`src/rtl/fetch_ctrl.sv`:
```
// Fetch-stage sequencer: owns the PC, issues one imem read at a time over a
// valid/ready channel, captures the variable-latency response into a
// single-entry buffer for decode, and applies redirects with priority,
// killing any fetch still in flight from the old path.
module fetch_ctrl #(
  parameter int unsigned   N        = 64,
  parameter int unsigned   IW       = 32,
  parameter logic [N-1:0]  RESET_PC = '0
) (
  input  logic          clk,
  input  logic          reset,
  input  logic          redirect_valid,
  input  logic [N-1:0]  redirect_pc,
  input  logic          stall_D,
  output logic          imem_req_valid,
  input  logic          imem_req_ready,
  output logic [N-1:0]  imem_req_addr,
  input  logic          imem_resp_valid,
  input  logic [IW-1:0] imem_resp_data,
  output logic          instr_valid_D,
  output logic [IW-1:0] instr_D,
  output logic [N-1:0]  pc_D
);

  typedef enum logic {
    S_REQ,
    S_WAIT
  } state_e;

  state_e        state_q, state_d;
  logic [N-1:0]  pc_q, pc_d;
  logic [N-1:0]  infl_pc_q, infl_pc_d;
  logic          kill_q, kill_d;
  logic          bvalid_q, bvalid_d;
  logic [IW-1:0] binstr_q, binstr_d;
  logic [N-1:0]  bpc_q, bpc_d;

  logic          consume;
  logic          handshake;
  logic          resp;
  logic          fill;
  logic [N-1:0]  redirect_tgt;

  // Decode drains the buffer whenever it holds something and is not stalled.
  // A request may issue when the buffer is empty or being drained this cycle,
  // so the buffer is always free by the time the single response returns.
  assign consume        = bvalid_q & ~stall_D;
  assign imem_req_valid = reset & (state_q == S_REQ) & (~bvalid_q | consume);
  assign imem_req_addr  = pc_q;
  assign handshake      = imem_req_valid & imem_req_ready;
  assign resp           = (state_q == S_WAIT) & imem_resp_valid;
  assign fill           = resp & ~kill_q & ~redirect_valid;
  assign redirect_tgt   = {redirect_pc[N-1:2], 2'b00};

  assign instr_valid_D  = bvalid_q;
  assign instr_D        = binstr_q;
  assign pc_D           = bpc_q;

  // Next-state logic: normal sequencing first, then redirect overrides.
  always_comb begin
    // NOTE: every variable gets a default before any branch, so no path can
    // leave one unassigned and infer a latch.
    state_d   = state_q;
    pc_d      = pc_q;
    infl_pc_d = infl_pc_q;
    kill_d    = kill_q;
    bvalid_d  = bvalid_q;
    binstr_d  = binstr_q;
    bpc_d     = bpc_q;

    unique case (state_q)
      S_REQ: begin
        if (handshake) begin
          infl_pc_d = pc_q;
          pc_d      = pc_q + N'(4);
          state_d   = S_WAIT;
        end
      end
      S_WAIT: begin
        if (resp) begin
          state_d = S_REQ;
          if (kill_q) kill_d = 1'b0;
        end
      end
      default: state_d = S_REQ;
    endcase

    if (fill) begin
      bvalid_d = 1'b1;
      binstr_d = imem_resp_data;
      bpc_d    = infl_pc_q;
    end else if (consume) begin
      bvalid_d = 1'b0;
    end

    // Redirect wins over everything above in the same cycle.
    if (redirect_valid) begin
      pc_d     = redirect_tgt;
      bvalid_d = 1'b0;
      if (state_q == S_WAIT) begin
        // A response arriving now is the one being dropped; otherwise mark
        // the outstanding fetch so its response is dropped later.
        kill_d = ~resp;
      end else if (handshake) begin
        // The request just accepted belongs to the old path.
        state_d = S_WAIT;
        kill_d  = 1'b1;
      end
    end
  end

  // State registers with asynchronous active-low reset.
  always_ff @(posedge clk or negedge reset) begin
    // NOTE: sequential state uses non-blocking assignments so every register
    // samples the pre-edge values regardless of statement order.
    if (!reset) begin
      state_q   <= S_REQ;
      pc_q      <= RESET_PC;
      infl_pc_q <= '0;
      kill_q    <= 1'b0;
      bvalid_q  <= 1'b0;
      binstr_q  <= '0;
      bpc_q     <= '0;
    end else begin
      state_q   <= state_d;
      pc_q      <= pc_d;
      infl_pc_q <= infl_pc_d;
      kill_q    <= kill_d;
      bvalid_q  <= bvalid_d;
      binstr_q  <= binstr_d;
      bpc_q     <= bpc_d;
    end
  end

endmodule

```
`config.mk`:
```
export PLATFORM = sky130hd
export DESIGN_NAME = fetch_ctrl
export DESIGN_NICKNAME = d
export VERILOG_FILES = /design/src/rtl/fetch_ctrl.sv
export SDC_FILE = /design/constraint.sdc
export NUM_CORES = 1
export LEC_CHECK = 0
export ABC_AREA = 0
export BUFFER_PORTS_ARGS = -buffer_cell sky130_fd_sc_hd__buf_2
export CAP_MARGIN = 20
export CORE_ASPECT_RATIO = 0.6
export CORE_MARGIN = 2
export CORE_UTILIZATION = 35
export DETAILED_ROUTE_END_ITERATION = 10
export PLACE_DENSITY_LB_ADDON = 0.15
export SLEW_MARGIN = 25
export SYNTH_ARGS = -nofsm -noshare
export SYNTH_HDL_FRONTEND = slang
export SYNTH_SLANG_ARGS = --single-unit
export TNS_END_PERCENT = 20
```
`constraint.sdc`:
```
create_clock -name clk -period 2.5 [get_ports clk]
set_clock_uncertainty 0.05 [all_clocks]
set_input_delay 0 -clock clk [delete_from_list [all_inputs] [get_ports clk]]
set_output_delay 0 -clock clk [all_outputs]
set_load 0.01 [all_outputs]
```
==> results.tsv <==
stage	metric	value	unit
power_and_ir_drop	p_sw_share	30.3	%
logic_synthesis	yosysTopAreaCellShare	56.9	%
logic_synthesis	synth_most_common_cell	nand2_1	
placed_design	gp_congestion	0.811	
finish	final_cell_area	13600	sq um
critical_path	criticalPathCategory	flip-flop to flip-flop	
die	ios	264	
critical_path	cp.arrival	2.72	ns
logic_synthesis	synthFlopType	dfrtp_1	
placed_design	dp_hpwl	20200	microns
power_and_ir_drop	seqPwrFrac	44.3	%
global_route	groute.usage.overall	20.7	%
finish	syn_to_final_growth	39.7	%
finish	ff_latch_area	5530	sq um
clock_tree	clk_pin_slew_worst_paths	0.06	ns
finish	antenna_cells	0	
logic_synthesis	synth_seq_cells	221	
timing	worst_pin_slew	0.758	ns
die	dieArea	29100	sq um
critical_path	r2r-end	imem_req_addr[36]	
critical_path	cp-start-kind	flip-flop	
hold_path	min_path_type	primary input to asynchronous set/reset pin	
die	die_w	219	microns
timing	max_freq	428	MHz
critical_path	cp.required	2.89	ns
logic_synthesis	avgSynthCellArea	10.6	sq um
power_and_ir_drop	power.total	11.8	mW
drt	dr.pass1.iters	6	
drt	drc_errors	0	
drt	vias_per_cell	5.00	
timing	finalCritPeriodShare	93.5	%
die	dieHeight	133	microns
die	coreArea	27400	sq um
logic_synthesis	synth.largest_area_cell	dfrtp_1	
placed_design	pre_cts_ws	-0.0507	ns
clock_tree	postCtsSetupRepairBufs	0	
critical_path	crit_fanout	13	
logic_synthesis	syn_inst	918	
clock_tree	clk_latency	0.52	ns
timing	final-max-slew-violation-count	0	
die	initial_core_util	35.4	%
timing	fin_tns_setup	0	ns
timing	whs	0.154	ns
drt	routed_wl	30100	microns
global_route	grt_pass1_vias	8129	
power_and_ir_drop	leakagePower	6.35	nW
power_and_ir_drop	pwr-share-comb	25.8	%
logic_synthesis	yosysWarnings	0	
drt	vias	8424	
timing	finalSetupViolations	0	
timing	post-route-min-period	2.34	ns
power_and_ir_drop	clkPwrFrac	29.9	%
placed_design	place_area	11700	sq um
logic_synthesis	syn-cell-area	9710	sq um
clock_tree	numCtsBuffers	23	
outcome	run_status	finished, final reports clean	
clock_tree	cts_tree	yes	
finish	nets	1406	
drt	drt_iter0_drc	534	
clock_tree	htreeDepth	1	
power_and_ir_drop	power-per-cell-area	868	nW/um^2
global_route	grt_pass1_wl	47300	microns
global_route	grt_max_degree	127	
critical_path	rr_startpoint	imem_req_addr[2]	
power_and_ir_drop	p_int	8.21	mW
die	rows	47	
timing	finalHoldViolCount	0	
flow_run	drv_cap	0	
global_route	antenna_found_initial	0	
logic_synthesis	synth_edf_count	0	
clock_tree	root_buffer	clkbuf_16	
clock_tree	cts.path.max_buffers	3	
logic_synthesis	yosysUniqueCellTypes	42	
clock_tree	clock_sinks	221	
drt	ant_nets	0	
critical_path	reg2reg_depth	7	
finish	n_fill_cell	2615	
placed_design	portBuffers	257	
critical_path	cp-end-kind	flip-flop	
timing	relSlewSlack	49.5	%
timing	worst_slack	0.162	ns
logic_synthesis	netlist_top_cells_count	nand2_1, dfrtp_1, mux2_2	
finish	multi_input_area	3980	sq um
power_and_ir_drop	p_sw	3.57	mW
power_and_ir_drop	vdd_drop_max	0.490	mV
global_route	grt-ovfl-total	0	
drt	post_drt_wl_per_cell	17.8	microns
critical_path	r2r_setup_slack	0.16	ns
logic_synthesis	async_reset_ff_share	100	%
logic_synthesis	seq_area_frac_synth	56.9	%
finish	layout-drive-gt1-share	35.3	%
logic_synthesis	yosys-top-cells-area	dfrtp_1, mux2_2, nand2_1, or4_1, a31oi_1	
## logic make-up after synthesis
group / share of synthesized area [%]
other: 0.0386
buffers and inverters: 3.08
AOI/OAI and AO/OA: 6.97
DFF: 56.9
xor gates and xnor gates: 2.25
adders and majority gates: 0.129
muxes: 11.1
and+or+nand+nor: 19.5
## layout by cell type, fill, tap and decap left out, types with 3 or more instances in the layout
cell / instances
buf_2: 256
nand2_1: 223
dfrtp_1: 219
dlygate4sd3_1: 106
mux2_2: 95
buf_4: 50
nor2_1: 41
o21ai_0: 39
a31oi_1: 33
or4_1: 29
o31ai_1: 27
nand4_1: 24
clkbuf_16: 23
nand3_1: 21
xnor2_1: 15
xor2_1: 10
inv_1: 9
nor4_1: 9
or3_1: 8
and3_1: 7
nor3_1: 6
o31a_1: 6
clkinv_2: 6
clkbuf_8: 5
nor4_4: 4
conb_1: 4
and4_1: 3
nand2b_1: 3
buf_12: 3
## how the worst max path moves through the flow
stage                                 start           endpoint  slack [ns]  cells past startpoint
after floorplan           imem_req_addr[17]  imem_req_addr[47]        0.19                      7
after CTS                  imem_req_addr[2]  imem_req_addr[28]        0.01                      6
final                      imem_req_addr[2]  imem_req_addr[36]        0.16                      7
after global placement     imem_req_addr[2]  imem_req_addr[28]        0.09                      6
after detailed placement   imem_req_addr[2]  imem_req_addr[28]       -0.05                      6
after global routing       imem_req_addr[2]  imem_req_addr[52]      -0.004                      7
## worst max-delay path: stages (launching register included)
cell	delay, ns
dfrtp_2	0.43
ha_2	0.25
nand4_1	0.16
nor4_4	0.34
nand4_1	0.13
buf_4	0.21
or4_1	0.50
a31oi_1	0.18
## power by group through the flow
stage / registers (mW) / clock network (mW) / logic [mW]
after floorplan: 5.63 / 0 / 1.12
after global placement: 5.24 / 0 / 2.90
after detailed placement: 5.27 / 0 / 2.93
after CTS: 5.21 / 3.64 / 3.07
after global routing: 5.35 / 3.78 / 3.33
final: 5.22 / 3.52 / 3.03
## repair_timing
item / CTS / global route
resized for setup: 2 / 10
endpoints found under the hold margin: 148 / 0
endpoints found under the setup margin: 14 / 21
hold buffers: 106 / 0
## routing by layer
| metal | track usage, % | wire length, microns | part of all wire, % | vias up |
|---|---|---|---|---|
| met1 | 32.0 | 14900 | 50 | 4159 |
| met5 | 0 | 0 | 0 | - |
| li1 | - | - | - | 3995 |
| met2 | 30.2 | 13000 | 43 | 240 |
| met3 | 4.21 | 1800 | 6.0 | 30 |
| met4 | 3.45 | 354 | 1.2 | 0 |
## sequential cells by signal, indices dropped and copies added (netlist names)
register and flops:
infl_pc_q 62, instr_D 32, kill_q 1, state_q 1, imem_req_addr 62, instr_valid_D 1
pc_D 62
## per-stage QoR
| stage | util [%] | std cells |
|---|---|---|
| after floorplan | - | 921 |
| after global placement | 42.6 | 1539 |
| after detailed placement | 42.6 | 1539 |
| after CTS | 49.3 | 1686 |
| after global routing | 49.5 | 1686 |
| final | 49.5 | 1686 |
## cell type report
class | count | area share, %
flip-flops and latches | 221 | 40.8
multi-input cells | 631 | 29.3
repair buffers | 416 | 20.6
clock buffers | 30 | 4.80
well taps | 367 | 3.38
clock inverters | 11 | 0.858
inverters | 10 | 0.277
(Power assumes the default switching activity.)
